## src/rtl/cp0_exc.sv

```systemverilog
// cp0_exc: MIPS-style coprocessor 0 register file and exception arbiter.
// Holds Status/Cause/EPC/PRId. Count/Compare and the timer interrupt exist
// only when CP0_TIMER_EN is defined; otherwise they read as 0 and
// timer_int_o is tied low.
// mtc0 writes are forwarded to mfc0 reads and to the exception logic, so an
// exception decided in the same cycle as a write sees the new value.
module cp0_exc (
    input  logic        clk,
    input  logic        rst,
    input  logic        we_i,
    input  logic [4:0]  waddr_i,
    input  logic [31:0] data_i,
    input  logic [4:0]  raddr_i,
    output logic [31:0] data_o,
    input  logic [5:0]  int_i,
    input  logic [31:0] mem_excepttype_i,
    input  logic [31:0] mem_pc_i,
    input  logic        mem_in_delayslot_i,
    output logic [31:0] excepttype_o,
    output logic [31:0] cp0_epc_o,
    output logic        timer_int_o
);

    localparam logic [4:0]  A_COUNT   = 5'd9;
    localparam logic [4:0]  A_COMPARE = 5'd11;
    localparam logic [4:0]  A_STATUS  = 5'd12;
    localparam logic [4:0]  A_CAUSE   = 5'd13;
    localparam logic [4:0]  A_EPC     = 5'd14;
    localparam logic [4:0]  A_PRID    = 5'd15;
    localparam logic [31:0] PRID_VAL  = 32'h004C0102;
    localparam logic [31:0] STATUS_RST = 32'h10000000;
    localparam logic [31:0] EXC_INT   = 32'h1;
    localparam logic [31:0] EXC_INV   = 32'hA;
    localparam logic [31:0] EXC_ERET  = 32'hE;

    logic [31:0] r_status, r_cause, r_epc;
    logic [31:0] w_count, w_compare;
    logic [31:0] w_status_fwd, w_cause_fwd, w_epc_fwd;
    logic        w_int_pend;
    logic [31:0] w_exc;
    logic        w_wr_status, w_wr_cause, w_wr_epc;
    logic        w_unused_ok;

    assign w_wr_status = we_i && (waddr_i == A_STATUS);
    assign w_wr_cause  = we_i && (waddr_i == A_CAUSE);
    assign w_wr_epc    = we_i && (waddr_i == A_EPC);

`ifdef CP0_TIMER_EN
    logic [31:0] r_count, r_compare;
    logic        r_timer_int;

    // Free-running counter, compare match raises a sticky timer interrupt
    // that only a Compare write clears (the write wins over a same-cycle match).
    always_ff @(posedge clk or posedge rst) begin
        if (rst) begin
            r_count     <= '0;
            r_compare   <= '0;
            r_timer_int <= 1'b0;
        end else begin
            r_count <= r_count + 32'd1;
            if ((r_compare != '0) && (r_count == r_compare))
                r_timer_int <= 1'b1;
            if (we_i && (waddr_i == A_COUNT))
                r_count <= data_i;
            if (we_i && (waddr_i == A_COMPARE)) begin
                r_compare   <= data_i;
                r_timer_int <= 1'b0;
            end
        end
    end

    assign w_count     = r_count;
    assign w_compare   = r_compare;
    assign timer_int_o = r_timer_int;
`else
    assign w_count     = '0;
    assign w_compare   = '0;
    assign timer_int_o = 1'b0;
`endif

    // Forwarded views: Cause only takes IP[9:8] from software.
    assign w_status_fwd = w_wr_status ? data_i : r_status;
    assign w_cause_fwd  = w_wr_cause ? {r_cause[31:10], data_i[9:8], r_cause[7:0]} : r_cause;
    assign w_epc_fwd    = w_wr_epc ? data_i : r_epc;
    assign cp0_epc_o    = w_epc_fwd;

    assign w_int_pend = (|(w_cause_fwd[15:8] & w_status_fwd[15:8]))
                        && w_status_fwd[0] && !w_status_fwd[1];

    // Exception priority: bubble, interrupt, invalid instruction, eret.
    always_comb begin
        w_exc = '0;
        if (rst || (mem_pc_i == '0))
            w_exc = '0;
        else if (w_int_pend)
            w_exc = EXC_INT;
        else if (mem_excepttype_i[9])
            w_exc = EXC_INV;
        else if (mem_excepttype_i[12])
            w_exc = EXC_ERET;
    end
    assign excepttype_o = w_exc;

    // Status/Cause/EPC: mtc0 applied first, exception updates override.
    always_ff @(posedge clk or posedge rst) begin
        if (rst) begin
            r_status <= STATUS_RST;
            r_cause  <= '0;
            r_epc    <= '0;
        end else begin
            r_cause[15:10] <= int_i;
            if (w_wr_status) r_status    <= data_i;
            if (w_wr_cause)  r_cause[9:8] <= data_i[9:8];
            if (w_wr_epc)    r_epc       <= data_i;
            if ((w_exc == EXC_INT) || (w_exc == EXC_INV)) begin
                r_epc       <= mem_in_delayslot_i ? (mem_pc_i - 32'd4) : mem_pc_i;
                r_cause[31] <= mem_in_delayslot_i;
                r_status[1] <= 1'b1;
                r_cause[6:2] <= (w_exc == EXC_INT) ? 5'd0 : 5'd10;
            end else if (w_exc == EXC_ERET) begin
                r_status[1] <= 1'b0;
            end
        end
    end

    // mfc0 read mux with write forwarding on implemented registers.
    always_comb begin
        data_o = '0;
        case (raddr_i)
            A_COUNT:   data_o = w_count;
            A_COMPARE: data_o = w_compare;
            A_STATUS:  data_o = w_status_fwd;
            A_CAUSE:   data_o = w_cause_fwd;
            A_EPC:     data_o = w_epc_fwd;
            A_PRID:    data_o = PRID_VAL;
            default:   data_o = '0;
        endcase
`ifdef CP0_TIMER_EN
        if (we_i && (waddr_i == raddr_i) &&
            ((raddr_i == A_COUNT) || (raddr_i == A_COMPARE)))
            data_o = data_i;
`endif
    end

    // Flag bits this block does not decode.
    assign w_unused_ok = &{1'b0, mem_excepttype_i[31:13], mem_excepttype_i[11:10],
                           mem_excepttype_i[8:0]};

endmodule
```

## config.mk

```make
export PLATFORM = sky130hd
export DESIGN_NAME = cp0_exc
export DESIGN_NICKNAME = d
export VERILOG_FILES = /design/src/rtl/cp0_exc.sv
export SDC_FILE = /design/constraint.sdc
export NUM_CORES = 1
export LEC_CHECK = 0
export CAP_MARGIN = 30
export CORE_ASPECT_RATIO = 0.6
export CORE_MARGIN = 2
export CORE_UTILIZATION = 30
export DETAILED_ROUTE_END_ITERATION = 8
export DONT_BUFFER_PORTS = 1
export GPL_ROUTABILITY_DRIVEN = 1
export MAX_ROUTING_LAYER = met4
export SLEW_MARGIN = 25
export SYNTH_ARGS = -nofsm -noshare
export SYNTH_HDL_FRONTEND = slang
export SYNTH_SLANG_ARGS = --single-unit
```

## constraint.sdc

```tcl
create_clock -name clk -period 2.6 [get_ports clk]
set_clock_uncertainty 0.15 [all_clocks]
set_input_delay 0.26 -clock clk [delete_from_list [all_inputs] [get_ports clk]]
set_output_delay 0.26 -clock clk [all_outputs]
set_load 0.1 [all_outputs]
```

# ---- Word level (Yosys, flattened, before mapping)
# Index checks and enable logic that the tools add are counted.
dict set report op_classes {
  n_shift 0
  reduce_logical 10
  n_mux 13
  div_mod_pow 0
  bitwise_logic 1
  eq_ne 10
  mul 0
  order_cmp 0
  add_sub_neg 1
}
# operator count
set ops {}
lappend ops {{$mux 32} 5}
lappend ops {{$pmux 32 s4} 1}
lappend ops {{$eq 32x4->1 const B} 2}
lappend ops {{$eq 5x4->1 const B} 7}
lappend ops {{$eq 32x1->1 const B} 1}
lappend ops {{$logic_not 32->1} 1}
lappend ops {{$sub 32x3->32 const B} 1}
lappend ops {{$mux 4} 4}
lappend ops {{$mux 10} 1}
lappend ops {{$and 8x8->8} 1}
lappend ops {{$reduce_or 8->1} 1}
lappend ops {{$logic_and 1x1->1} 5}
lappend ops {{$logic_or 1x1->1} 2}
lappend ops {{$mux 1} 2}
lappend ops {{$logic_not 1->1} 1}
dict set report word_totals {
  latchBits 0
  input_bits 116
  mem_bits_ro 0
  word_cells 41
  mem_count 0
  ff_bits 78
  ram_bits 0
}

# ---- Logic depth before layout (Yosys ltp)
dict set report depth {
  depth_word 12
  depth_mapped 10
  ltp_nobuf 8
}

# ---- Worst setup path after synthesis
# No wires, ideal clock.
dict set report synth_path {
  kind {input port to output port}
  from {input port waddr_i[4]}
  to {output port data_o[0]}
  setup_slack_ps -1829
  arrival_ps 4019
  cell_stages 6
  path_buffers 1
  t_required_ps 2190
  cell_sequence {nand4b_4 > nor3b_1 > buf_2 > mux2_2 > inv_1 > o21ai_0}
}
dict set report synth_between {
  elab_chain_cells 4
  elab_cells_between_ends 7
  classes_between {2 x eq/ne; 3 x mux; 2 x reduce/logical}
}
# item line_no
set synth_lines {}
lappend synth_lines {{from (decl)} 11} ;# input logic [4:0] waddr_i,
lappend synth_lines {{$eq 5x4->1} 46} ;# assign w_wr_epc = we_i && (waddr_i == A_EPC);
lappend synth_lines {{$logic_and 1x1->1} 46}
lappend synth_lines {{$mux 32} --}
lappend synth_lines {{net cp0_epc_o[0]} 20} ;# output logic [31:0] cp0_epc_o,
lappend synth_lines {{$pmux 32 s4} 129} ;# case (raddr_i)
lappend synth_lines {{to (decl)} 14} ;# output logic [31:0] data_o,
# The timed path passes the listed nets, and every way through them passes these cells.

# ---- Worst setup path after layout
dict set report layout_path {
  from {register r_cause[15]}
  to {output port excepttype_o[3]}
}
dict set report layout_between {
  elab_chain_cells 6
}
# item line_no
set layout_lines {}
lappend layout_lines {{from (decl)} 36} ;# logic [31:0] r_status, r_cause, r_epc;
lappend layout_lines {{from (signal assigned)} 111} ;# r_cause[15:10] <= int_i;
lappend layout_lines {{$and 8x8->8} 87} ;# assign w_int_pend = (|(w_cause_fwd[15:8] & w_status_fwd[15:8]))
lappend layout_lines {{$reduce_or 8->1} 87}
lappend layout_lines {{$logic_and 1x1->1 (2 in series)} 88} ;# && w_status_fwd[0] && !w_status_fwd[1];
lappend layout_lines {{$mux 4} 95} ;# else if (w_int_pend)
lappend layout_lines {{$mux 32} 93} ;# if (rst || (mem_pc_i == '0))
lappend layout_lines {{to (decl)} 19} ;# output logic [31:0] excepttype_o,
# No other way between the ends.

==> flow_summary_export.csv <==
group,metric,value,unit
floorplanning,die_w,166,um
finish,final_util,47.4,%
timing,relSlewSlack,57.4,%
setup_path,endpoint_kind,"output port",
finish,final_net_count,720,
finish,diodes,0,
timing,fin_ws,-0.113,ns
power,switchingPower,0.00264,W
timing,setup-violations-final,4,
clock_tree,clk_pin_slew,0.06,ns
place,gp_congestion,0.841,
setup_path,worstPathArrival,2.30,ns
clock_tree,clk_latency,0.33,ns
timing,period_minus_slack,2.71,ns
timing,tightest_slew,0.639,ns
detailed_routing,drt_iter0_markers,111,
floorplanning,die_h,101,um
power,p_clk_share,21.9,%
clock_tree,htreeDepth,3,
power,ir_drop,0.000545,V
power,p_sw_share,47.3,%
synthesis,synth_area,4700,um^2
global_route,grt_pass1_wl,23.3,mm
min_path,hp-class,"primary input to flip-flop",
global_route,track_usage,18.6,%
power,leakage,3.14,nW
detailed_routing,wl,15.2,mm
global_route,antenna_found_initial,0,
detailed_routing,firstDrtPassIters,4,
global_route,grt_pass1_vias,4089,
detailed_routing,wire_per_inst,18.7,um
timing,max_freq,369,MHz
floorplanning,io_pins,213,
detailed_routing,route.vias.total,3880,
floorplanning,coreArea,15300,um^2
power,intPower,0.00295,W
clock_tree,clock-sinks,74,
outcome,violations,"negative setup slack",
finish,drive_gt1_share,36.0,%
synthesis,ys_warn_count,18,
finish,area_growth,54.4,%
timing,tns,-0.271,ns
timing,finalMaxSlewViolations,0,
power,pwr-share-seq,27.1,%
synthesis,synth.avg_cell_area,10.2,um^2
run,maxCapViolCount,0,
timing,rsz0062_at_grt,"yes",
floorplanning,num_rows,35,
global_route,grt_max_degree,49,
setup_path,crit_fanout,4,
setup_path,critPathRequiredTime,2.19,ns
power,comb_power_share,51.0,%
setup_path,path_class,"flip-flop to output port",
synthesis,seq_area_frac_synth,39.4,%
power,power_density,769,nW/um^2
clock_tree,cts_tree,"yes",
timing,period_share,104,%
clock_tree,cts_buffers,9,
global_route,grt_overflow_total,0,
clock_tree,root_buffer,"clkbuf_16",
detailed_routing,via_per_inst,4.80,
place,port_buffers,0,
timing,finalHoldViolations,0,
floorplanning,die_area,16700,um^2
detailed_routing,ant_nets,0,
clock_tree,clk_path_buf_depth,2,
detailed_routing,drc_errors,0,
synthesis,ys_ff_latch,74,
outcome,status,"finished, violations left",
floorplanning,start_util,30.7,%
synthesis,synth_cell_types,49,
setup_path,crit_path_start_kind,"flip-flop",
synthesis,syn_inst,462,
place,dpl.hpwl,11.5,mm
## registers in the layout, summed over array words and instances (netlist names)
signal	cells
r_cause	10
r_status	32
r_epc	32
## through the flow
step	total power, W	hold WS (ns)	worst slack, ns	area, um^2	instances
global placement	0.00427	0.141	-0.0540	6480	746
finish	0.00559	0.00388	-0.113	7260	809
global route	0.00580	0.00593	-0.204	7260	809
floorplan	0.00375	0.141	-0.252	5280	490
CTS	0.00562	0.00554	-0.0861	7240	808
detailed placement	0.00432	0.141	-0.0772	6480	746
## repair_timing
action	in CTS	in global routing
setup buffers	1	0
pin swaps	2	0
cloned	0	0
hold buffers	46	0
endpoints found under the hold margin	94	0
gates resized for setup	2	0
setup endpoints to repair	12	4
## layout make-up
type	instances	area, um^2
fill	1430	8070
multi-input combinational	332	2920
sequential	74	1850
timing repair buffer	153	1830
tap	203	254
clock buffer	12	246
inverter	32	121
clock inverter	3	40.0
## placed cells by master (no fill, tap or decap), drive strengths merged, types with 2 or more instances in the layout
cell	Yosys	final
a211o	11	11
a21oi	18	18
a221oi	3	3
a222oi	2	2
a22oi	2	2
and2	2	2
buf	43	107
clkbuf	9	12
clkinv	0	3
conb	1	29
dfrtp	73	73
dlygate4sd3	0	46
ha	2	2
inv	32	31
mux2	45	45
mux2i	55	55
nand2	18	18
nand2b	21	21
nor2	26	26
nor3	9	9
nor3b	2	2
nor4	9	9
o21ai	24	24
or2	4	4
or3	3	3
or3b	2	2
or4	6	6
xnor2	21	21
xor2	7	7
## cell usage after synthesis (all sizes together)
library cell,n,share of area (%)
o41a,1,0.24
mux2i,55,12
nand3b,1,0.16
nand4b,1,0.51
mux2,45,11
or2,4,0.53
nor2,26,2.1
nor3,9,1.2
o31ai,1,0.16
a211o,11,2.0
a22oi,2,0.32
clkbuf,9,0.72
buf,43,6.6
a41oi,1,0.19
a21oi,18,1.9
nor3b,2,0.32
conb,1,0.080
nand4,1,0.13
nor4,9,1.5
a221oi,3,0.82
ha,2,0.53
a222oi,2,0.43
nand2,18,1.4
nand2b,21,2.8
dfrtp,73,39
dfstp,1,0.56
inv,32,2.6
or4,6,1.1
o21ai,24,2.6
nor2b,1,0.13
xnor2,21,3.9
a2bb2oi,1,0.19
or3b,2,0.37
nand3,1,0.11
or3,3,0.51
and3b,1,0.19
a31o,1,0.19
xor2,7,1.3
and2,2,0.27
## power groups by stage
stage | clock network, W | logic [W] | registers, W
after global routing | 0.00129 | 0.00297 | 0.00154
after global placement | 0 | 0.00275 | 0.00152
after CTS | 0.00125 | 0.00285 | 0.00152
final | 0.00122 | 0.00285 | 0.00152
after floorplan | 0 | 0.00226 | 0.00149
after detailed placement | 0 | 0.00279 | 0.00153
## layer usage
| metal | track usage, % | part of all wire [%] | wire length (um) |
|---|---|---|---|
| met1 | 25.3 | 49 | 7380 |
| met2 | 27.9 | 45 | 6760 |
| met3 | 4.71 | 5.7 | 859 |
| met4 | 4.62 | 1.1 | 167 |
| met5 | - | 0 | 0 |
## worst max-delay path: stages, from the launching register on
cell and delay, ns:
dfrtp_1 0.41, a222oi_1 0.36, mux2i_1 0.23, a221oi_2 0.31, a2bb2oi_2 0.16, buf_4 0.17, nor2_4 0.14, buf_12 0.19
## path summary, 6_finish.rpt
path | start | end | slack [ns] | cells past startpoint
max in group asynchronous | rst | r_epc[4] | 1.40 | 4
min reg2reg | r_status[27] | r_status[27] | 0.35 | 1
min in group asynchronous | rst | r_epc[24] | 0.19 | 2
min | mem_pc_i[4] | r_epc[4] | 0.004 | 2
max reg2reg | r_cause[15] | r_epc[26] | 0.28 | 7
max | r_cause[15] | excepttype_o[3] | -0.11 | 7
## cell families (layout without fill, tap and decap cells)
| kind of cell | after synthesis | in the layout | share of synthesized area (%) |
|---|---|---|---|
| AO/OA/AOI/OAI | 65 | 65 | 9.05 |
| XOR/XNOR | 28 | 28 | 5.22 |
| flip-flops | 74 | 74 | 39.4 |
| multiplexers | 100 | 100 | 22.5 |
| other | 1 | 29 | 0.0798 |
| AND/OR/NAND/NOR | 108 | 108 | 13.4 |
| buffers and inverters | 84 | 200 | 9.87 |
| adder cells (fa/ha/maj) | 2 | 2 | 0.532 |
Power figures use the tool's default switching activity.
